$ cat src/rtl/saturn_serial_pkg.sv
`timescale 1ns/1ps
`default_nettype none
// ============================================================================
// Module      : saturn_serial_pkg
// Description : Shared constants for the Saturn serial receiver/transmitter:
//               receive state encoding, default bit period and data width.
// Revision    : 1.0 - initial release
// ============================================================================
package saturn_serial_pkg;

    // 115200 baud from a 25 MHz clock
    localparam int c_CLKS_PER_BIT_DEFAULT = 217;
    localparam int c_DATA_W               = 8;

    typedef logic [1:0] state_t;

    localparam state_t c_ST_IDLE  = 2'd0;
    localparam state_t c_ST_START = 2'd1;
    localparam state_t c_ST_DATA  = 2'd2;
    localparam state_t c_ST_STOP  = 2'd3;

endpackage
`default_nettype wire

$ cat src/rtl/saturn_serial_rx_fifo.sv
`timescale 1ns/1ps
`default_nettype none
// ============================================================================
// Module      : saturn_serial_rx_fifo
// Description : 4-entry byte FIFO for received characters. A push while full
//               is accepted only when a pop happens in the same cycle.
// Revision    : 1.0 - initial release
// ============================================================================
module saturn_serial_rx_fifo
    import saturn_serial_pkg::*;
(
    input  logic                i_clk,
    input  logic                i_reset,
    input  logic                i_push,
    input  logic [c_DATA_W-1:0] i_data,
    input  logic                i_pop,
    output logic [c_DATA_W-1:0] o_data,
    output logic                o_empty,
    output logic                o_full
);

    logic [c_DATA_W-1:0] r_mem [4];
    logic [1:0]          r_wr_ptr;
    logic [1:0]          r_rd_ptr;
    logic [2:0]          r_count;
    logic                w_do_pop;
    logic                w_do_push;

    assign o_empty   = (r_count == 3'd0);
    assign o_full    = (r_count == 3'd4);
    assign o_data    = r_mem[r_rd_ptr];
    assign w_do_pop  = i_pop & ~o_empty;
    // A full FIFO still takes a push when the head leaves in the same cycle
    assign w_do_push = i_push & (~o_full | w_do_pop);

    // Storage, pointers and occupancy
    always_ff @(posedge i_clk) begin
        if (i_reset) begin
            for (int i = 0; i < 4; i++) r_mem[i] <= '0;
            r_wr_ptr <= 2'd0;
            r_rd_ptr <= 2'd0;
            r_count  <= 3'd0;
        end else begin
            if (w_do_push) begin
                r_mem[r_wr_ptr] <= i_data;
                r_wr_ptr        <= r_wr_ptr + 2'd1;
            end
            if (w_do_pop) r_rd_ptr <= r_rd_ptr + 2'd1;
            case ({w_do_push, w_do_pop})
                2'b10:   r_count <= r_count + 3'd1;
                2'b01:   r_count <= r_count - 3'd1;
                default: r_count <= r_count;
            endcase
        end
    end

endmodule
`default_nettype wire

$ cat src/rtl/saturn_serial_rx.sv
`timescale 1ns/1ps
`default_nettype none
// ============================================================================
// Module      : saturn_serial_rx
// Description : 8N1 UART receiver, LSB first. Single holding register by
//               default; define SATURN_SERIAL_RX_FIFO_EN to replace it with
//               a 4-entry FIFO (saturn_serial_rx_fifo). Ports are identical.
// Revision    : 1.0 - initial release
// ============================================================================
module saturn_serial_rx
    import saturn_serial_pkg::*;
#(
    parameter int CLKS_PER_BIT = c_CLKS_PER_BIT_DEFAULT
) (
    input  logic                i_clk,
    input  logic                i_reset,
    input  logic                i_serial_rx,
    input  logic                i_char_ack,
    output logic [c_DATA_W-1:0] o_char_received,
    output logic                o_char_valid,
    output logic                o_frame_error,
    output logic                o_overrun,
    output logic                o_serial_busy
);

    localparam int          c_CW   = $clog2(CLKS_PER_BIT) + 1;
    localparam logic [c_CW-1:0] c_HALF = c_CW'(CLKS_PER_BIT / 2);
    localparam logic [c_CW-1:0] c_FULL = c_CW'(CLKS_PER_BIT - 1);

    logic [1:0]          r_sync;
    logic                r_rx_prev;
    state_t              r_state;
    state_t              w_state_next;
    logic [c_CW-1:0]     r_cnt;
    logic [c_CW-1:0]     w_cnt_next;
    logic [2:0]          r_bit_cnt;
    logic [c_DATA_W-1:0] r_shift;
    logic                r_frame_err;
    logic                r_overrun;
    logic                w_rx;
    logic                w_fall;
    logic                w_expire;
    logic                w_sample_bit;
    logic                w_stop_ok;
    logic                w_stop_bad;
    logic                w_char_valid;
    logic                w_ack;

    assign w_rx     = r_sync[1];
    assign w_fall   = r_rx_prev & ~w_rx;
    assign w_expire = (r_cnt == '0);
    assign w_ack    = i_char_ack & w_char_valid;

    // Two-flop synchronizer plus one history flop for edge detection
    always_ff @(posedge i_clk) begin
        if (i_reset) begin
            r_sync    <= 2'b11;
            r_rx_prev <= 1'b1;
        end else begin
            r_sync    <= {r_sync[0], i_serial_rx};
            r_rx_prev <= w_rx;
        end
    end

    // State and bit-period counter registers
    always_ff @(posedge i_clk) begin
        if (i_reset) begin
            r_state <= c_ST_IDLE;
            r_cnt   <= '0;
        end else begin
            r_state <= w_state_next;
            r_cnt   <= w_cnt_next;
        end
    end

    // Next-state and counter logic; counter saturates at zero
    always_comb begin
        w_state_next = r_state;
        w_cnt_next   = (r_cnt != '0) ? r_cnt - 1'b1 : r_cnt;
        w_sample_bit = 1'b0;
        w_stop_ok    = 1'b0;
        w_stop_bad   = 1'b0;
        case (r_state)
            c_ST_IDLE: begin
                if (w_fall) begin
                    w_state_next = c_ST_START;
                    w_cnt_next   = c_HALF;
                end
            end
            c_ST_START: begin
                if (w_expire) begin
                    if (!w_rx) begin
                        w_state_next = c_ST_DATA;
                        w_cnt_next   = c_FULL;
                    end else begin
                        w_state_next = c_ST_IDLE;
                    end
                end
            end
            c_ST_DATA: begin
                if (w_expire) begin
                    w_sample_bit = 1'b1;
                    w_cnt_next   = c_FULL;
                    if (r_bit_cnt == 3'd7) w_state_next = c_ST_STOP;
                end
            end
            c_ST_STOP: begin
                if (w_expire) begin
                    w_stop_ok    = w_rx;
                    w_stop_bad   = ~w_rx;
                    w_state_next = c_ST_IDLE;
                end
            end
            default: w_state_next = c_ST_IDLE;
        endcase
    end

    // Data shift register (LSB arrives first, enters at bit 7) and bit count
    always_ff @(posedge i_clk) begin
        if (i_reset) begin
            r_shift   <= '0;
            r_bit_cnt <= 3'd0;
        end else begin
            if (r_state == c_ST_START) r_bit_cnt <= 3'd0;
            if (w_sample_bit) begin
                r_shift   <= {w_rx, r_shift[c_DATA_W-1:1]};
                r_bit_cnt <= r_bit_cnt + 3'd1;
            end
        end
    end

    // One-cycle framing error pulse after a low stop sample
    always_ff @(posedge i_clk) begin
        if (i_reset) r_frame_err <= 1'b0;
        else         r_frame_err <= w_stop_bad;
    end

`ifdef SATURN_SERIAL_RX_FIFO_EN
    logic                w_fifo_empty;
    logic                w_fifo_full;
    logic [c_DATA_W-1:0] w_fifo_data;

    saturn_serial_rx_fifo u_fifo (
        .i_clk   (i_clk),
        .i_reset (i_reset),
        .i_push  (w_stop_ok),
        .i_data  (r_shift),
        .i_pop   (w_ack),
        .o_data  (w_fifo_data),
        .o_empty (w_fifo_empty),
        .o_full  (w_fifo_full)
    );

    assign w_char_valid    = ~w_fifo_empty;
    assign o_char_received = w_fifo_data;

    // Sticky overrun: a byte arrives while full and nothing leaves
    always_ff @(posedge i_clk) begin
        if (i_reset) r_overrun <= 1'b0;
        else if (w_stop_ok && w_fifo_full && !w_ack) r_overrun <= 1'b1;
    end
`else
    logic [c_DATA_W-1:0] r_char;
    logic                r_char_valid;

    // Holding register; a same-cycle ack frees the slot for the new byte
    always_ff @(posedge i_clk) begin
        if (i_reset) begin
            r_char       <= '0;
            r_char_valid <= 1'b0;
            r_overrun    <= 1'b0;
        end else if (w_stop_ok) begin
            if (!r_char_valid || w_ack) begin
                r_char       <= r_shift;
                r_char_valid <= 1'b1;
            end else begin
                r_overrun    <= 1'b1;
            end
        end else if (w_ack) begin
            r_char_valid <= 1'b0;
        end
    end

    assign w_char_valid    = r_char_valid;
    assign o_char_received = r_char;
`endif

    assign o_char_valid  = w_char_valid;
    assign o_frame_error = r_frame_err;
    assign o_overrun     = r_overrun;
    assign o_serial_busy = (r_state != c_ST_IDLE);

endmodule
`default_nettype wire

$ cat config.mk
export PLATFORM = sky130hd
export DESIGN_NAME = saturn_serial_rx
export DESIGN_NICKNAME = d
export VERILOG_FILES = /design/src/rtl/saturn_serial_pkg.sv /design/src/rtl/saturn_serial_rx_fifo.sv /design/src/rtl/saturn_serial_rx.sv
export SDC_FILE = /design/constraint.sdc
export NUM_CORES = 1
export LEC_CHECK = 0
export CAP_MARGIN = 20
export CORE_MARGIN = 5
export CORE_UTILIZATION = 60
export CTS_CLUSTER_DIAMETER = 200
export CTS_CLUSTER_SIZE = 24
export DETAILED_ROUTE_END_ITERATION = 6
export PLACE_DENSITY = 0.87
export SYNTH_ARGS = -nofsm -noshare
export SYNTH_HDL_FRONTEND = slang
export SYNTH_SLANG_ARGS = --single-unit
$ cat constraint.sdc
create_clock -name i_clk -period 3.7 [get_ports i_clk]
set_input_delay 1.11 -clock i_clk [delete_from_list [all_inputs] [get_ports i_clk]]
set_output_delay 1.11 -clock i_clk [all_outputs]
set_load 0.02 [all_outputs]
; After elaboration in Yosys (flattened, before gate mapping)
; Index checks and enable logic that the tools add are counted.
[totals]
regBits = 36
inputBits = 4
output_inout_bits = 12
word_cells = 63
[classes]
n_addsub = 2
eq_ne = 10
mux = 22
bitwise = 6
n_reduce_logical = 13
[ops]
columns = op, count
row1 = $mux 9, 5
row2 = $pmux 9 s3, 1
row3 = $mux 2, 6
row4 = $ne 2x2->1 const B, 5
row5 = $logic_not 9->1, 1
row6 = $reduce_bool 9->1, 1
row7 = $sub 9x1->9 const B, 1
row8 = $pmux 2 s4, 1
row9 = $mux 1, 7
row10 = $mux 3, 2
row11 = $reduce_and 2->1, 3
row12 = $reduce_bool 2->1, 3
row13 = $reduce_and 5->1, 1
row14 = $eq 2x2->1 const B, 2
row15 = $not 1->1, 4
row16 = $add 3x1->3 const B, 1
row17 = $eq 3x3->1 const B, 1
row18 = $reduce_or 3->1, 1
row19 = $and 1x1->1, 2
row20 = $eq 2x1->1 const B, 1
row21 = $logic_not 2->1, 1
row22 = $ne 2x1->1 const B, 1
row23 = $logic_not 1->1, 1
row24 = $logic_or 1x1->1, 1

; Logic depth before layout (Yosys ltp)
[logic_depth]
ltp_word = 5
depth_mapped = 9

; Worst setup path before layout
; No wires, ideal clock.
[synth_timing]
kind = input -> register
from = input port i_reset
to = register r_cnt[4]
arrival_time_ns = 2.096
required_ns = 3.594
setup_slack_ns = 1.498
stages = 4
path_buffers = 1
cell_sequence = clkbuf_1 or2_2 or4_1 o311ai_0
[synth_rtl]
columns = element, line_no
row1 = start: declaration, saturn_serial_rx.sv:16  ; input logic i_reset,
row2 = end signal: assignment, saturn_serial_rx.sv:72  ; r_cnt <= w_cnt_next;
row3 = end: declaration, saturn_serial_rx.sv:34  ; logic [c_CW-1:0] r_cnt;

; Worst setup path in the final report
[layout_timing]
from = register r_state[0]
to = output port o_serial_busy
[layout_via]
elab_chain_len = 1
[layout_rtl]
columns = element, line_no
row1 = start: declaration, saturn_serial_rx.sv:32  ; state_t r_state;
row2 = start signal: assignment, saturn_serial_rx.sv:68  ; r_state <= c_ST_IDLE;
row3 = start signal: assignment, saturn_serial_rx.sv:71  ; r_state <= w_state_next;
row4 = $reduce_bool 2->1, saturn_serial_rx.sv:191  ; assign o_serial_busy = (r_state != c_ST_IDLE);
row5 = end: declaration, saturn_serial_rx.sv:23  ; output logic o_serial_busy
; Every way passes these cells.

==> summary.txt <==
Power
  • Comb pwr share: 38.4%
  • Psw: 446 uW
  • Worst VDD drop: 0.508 mV
  • Leakage: a little over 0.7 nW
  • Int Pwr: approximately 730 uW
  • Sequential share of power: 42.0%
  • Clk pwr share: 19.5%
  • Sw Share: 37.8%
  • Power per standard cell area: 633 mW/mm^2

Global routing
  • First-pass GRT wire length: 5980 microns
  • Grt ovf: 0
  • Vias in the first global route: 1335
  • Antenna violations before repair: 0
  • Pin count of the biggest net entering global routing: 35
  • GRT Total Usage: 18.9%

Setup path
  • Crit-path max FO: 14
  • Req. time, crit path: 2590 ps
  • Critical path type: reg -> out
  • R2r endpoint: r_cnt[0]$_SDFF_PP0_
  • Setup slack, reg-to-reg: between 1000 and 1500 ps
  • CP Launch Type: flop
  • CP arrival: ~1700 ps
  • R2R cell count: 9
  • R2R Path Start: r_cnt[0]$_SDFF_PP0_
  • CP Capture Type: primary output

Synthesis
  • Post-synth EDFFs: 0
  • Post-synth top flop: dfxtp_1
  • Synth Register Bits: 36
  • Ys Warns: 0
  • Mapped cell area: about 0.0016 sq mm
  • Syn_nets: 195
  • Distinct cells, synth: 38
  • Post-synthesis sequential area ratio: 44.0%
  • Post-Syn Instances: 186
  • Avg Cell Area, Syn: 8.80 sq um
  • Fraction of registers with async set/reset: 0%

STA
  • F_max: 355 MHz
  • Final setup viols: 0
  • Final hold vios: 0
  • Final worst path period need: roughly 2800 ps
  • Final Max Tran Viols: 0
  • Final worst setup slack: 884 ps
  • Max transition margin: 36.9%
  • Period utilization: 76.1%
  • Worst-margin pin slew: around 930 ps
  • RSZ-0062 raised after global routing: false
  • Clk_skew: 8.98 ps
  • Setup_tns: 0 ps

Detailed routing
  • 1st-pass router iterations: 4
  • Via-per-instance ratio: slightly below 6
  • Drt wl/cell: between 10 and 15 microns
  • Iter 0 DRT Violations: 101
  • Routed WL: 3370 microns
  • DR vias: 1379
  • ANT nets after route: 0
  • DR DRC count: 0

Place
  • Input/output buffers: 15
  • Dpl ws: 1100 ps
  • GPL Wtd Cong: 0.891
  • Inst Count DP: around 220
  • Detailed placement HPWL: between 2000 and 2500 microns

Hold path
  • Worst hold-check path type: reg -> reg
  • Hold endpoint: r_sync[1]$_SDFF_PP1_
  • HP Start: r_sync[0]$_SDFF_PP1_
  • Hold Crit Depth: 1

Final layout
  • Ratio of cells with drive above 1 in the final layout: between 10% and 20%
  • Commonest non-fill, non-tap cell in the layout: dfxtp_1
  • Number of diodes: 0
  • Most frequent cells in the layout: 36 x dfxtp_1, 23 x nand2_1, 21 x a21oi_1, 20 x nor2_1, 15 x clkdlybuf4s50_1
  • Area growth, synth to finish: 13.8%
  • Final #Nets: 209
  • Fillers: 215
  • Fin cells: 231

Clocking
  • Clk sinks: 36
  • Clock root buffer: clkbuf_4
  • Clk Latency, worst-skew pair: around 330 ps
  • Clk pin slew, worst setup/hold paths: 100 ps
  • Post_cts resized: 0
  • Cts bufs inserted: 5
  • Max clock buf depth: 2
  • TritonCTS clock tree: yes
  • Cts hold-fix bufs: 0
  • Post-CTS setup buffer count: 0
  • H-tree depth: 2

Floorplanning
  • Total die area: 0.00387 sq mm
  • Core ar.: 0.00269 sq mm
  • # IOs: 16
  • Starting Density: between 60% and 70%
  • Die height: 62.2 microns
  • Row count: 19
  • Die span in x: approximately 62 microns

Flow run
  • Max Cap Violations: 0

Run status
  • Status: complete, no violations
-- metrics by stage --
stage               hold slack, ps  cell area, sq um  utilization, %  power, mW
global placement               396              1800            66.9      0.933
detailed placement             400              1800            66.9      0.946
floorplan                      389              1640               -      0.853
global route                   455              1860            69.4       1.26
CTS                            423              1860            69.4       1.18
finish                         420              1860            69.4       1.18
-- logic make-up after synthesis --
logic type      Yosys count  share of synthesized area [%]
mux                      10                           6.12
compound gates           36                           14.4
xor+xnor                  3                           1.61
simple gates             82                           26.8
fa+ha+maj                 5                           3.82
buf+inv                  14                           3.29
flops                    36                           44.0
-- sequential cells by signal (all words and copies together) (netlist names), named ones only --
| signal | count |
|---|---|
| r_cnt | 9 |
| o_frame_error | 1 |
| r_sync | 2 |
| o_char_valid | 1 |
| r_bit_cnt | 3 |
| r_rx_prev | 1 |
| r_state | 1 |
| o_overrun | 1 |
| o_char_received | 8 |
| r_shift | 8 |
-- cells in the mapped netlist, types with 3 or more instances --
master	count	area [sq um]
xor2_1	3	26.3
a21oi_1	21	105
nor2b_1	3	18.8
or2_2	7	43.8
o211ai_1	3	22.5
inv_1	5	18.8
nor4b_1	3	26.3
ha_1	5	62.6
nand3_1	7	35.0
nand2b_1	5	31.3
mux2i_1	10	100
clkbuf_1	8	30.0
nor2_1	20	75.1
nand2_1	23	86.3
dfxtp_1	36	721
-- power by group through the flow --
| stage | clock network [mW] | registers [mW] | logic, mW |
|---|---|---|---|
| finish | 0.230 | 0.496 | 0.453 |
| global route | 0.259 | 0.504 | 0.498 |
| CTS | 0.236 | 0.494 | 0.447 |
| detailed placement | 0 | 0.503 | 0.444 |
| global placement | 0 | 0.500 | 0.432 |
| floorplan | 0 | 0.476 | 0.377 |
-- worst max-delay path, cell delays in order, from the launching register on --
cell	delay, ps
dfxtp_1	590
or2_2	190
clkdlybuf4s50_1	590
-- metal layers --
| layer | global-route usage [%] | up-vias | part of all wire, % | wire [microns] |
|---|---|---|---|---|
| met4 | 9.76 | 0 | 2.6 | 88 |
| met3 | 5.41 | 11 | 3.9 | 131 |
| met2 | 31.6 | 35 | 49 | 1660 |
| met5 | 0 | - | 0 | 0 |
| li1 | - | 680 | - | - |
| met1 | 21.7 | 653 | 44 | 1490 |
-- worst max-delay path by stage --
stage	from	end	slack [ps]
2_1_floorplan	i_reset	r_cnt[4]$_SDFF_PP0_	1500
3_3_place_gp	r_cnt[0]$_SDFF_PP0_	r_cnt[0]$_SDFF_PP0_	1180
3_5_place_dp	r_cnt[0]$_SDFF_PP0_	r_cnt[0]$_SDFF_PP0_	1100
4_1_cts	r_state[0]$_SDFFE_PP0P_	o_serial_busy	890
5_1_grt	r_state[0]$_SDFFE_PP0P_	o_serial_busy	820
6_report	r_state[0]$_SDFFE_PP0P_	o_serial_busy	880
-- final cells by class --
cell class / instances / area [sq um] / share of cell area, %
Multi-Input combinational cell: 136 / 862 / 46.3
Timing Repair Buffer: 16 / 158 / 8.46
Tap cell: 31 / 38.8 / 2.08
Sequential cell: 36 / 721 / 38.7
Clock buffer: 7 / 65.1 / 3.49
Inverter: 5 / 18.8 / 1.01
Power figures use the tool's default switching activity.
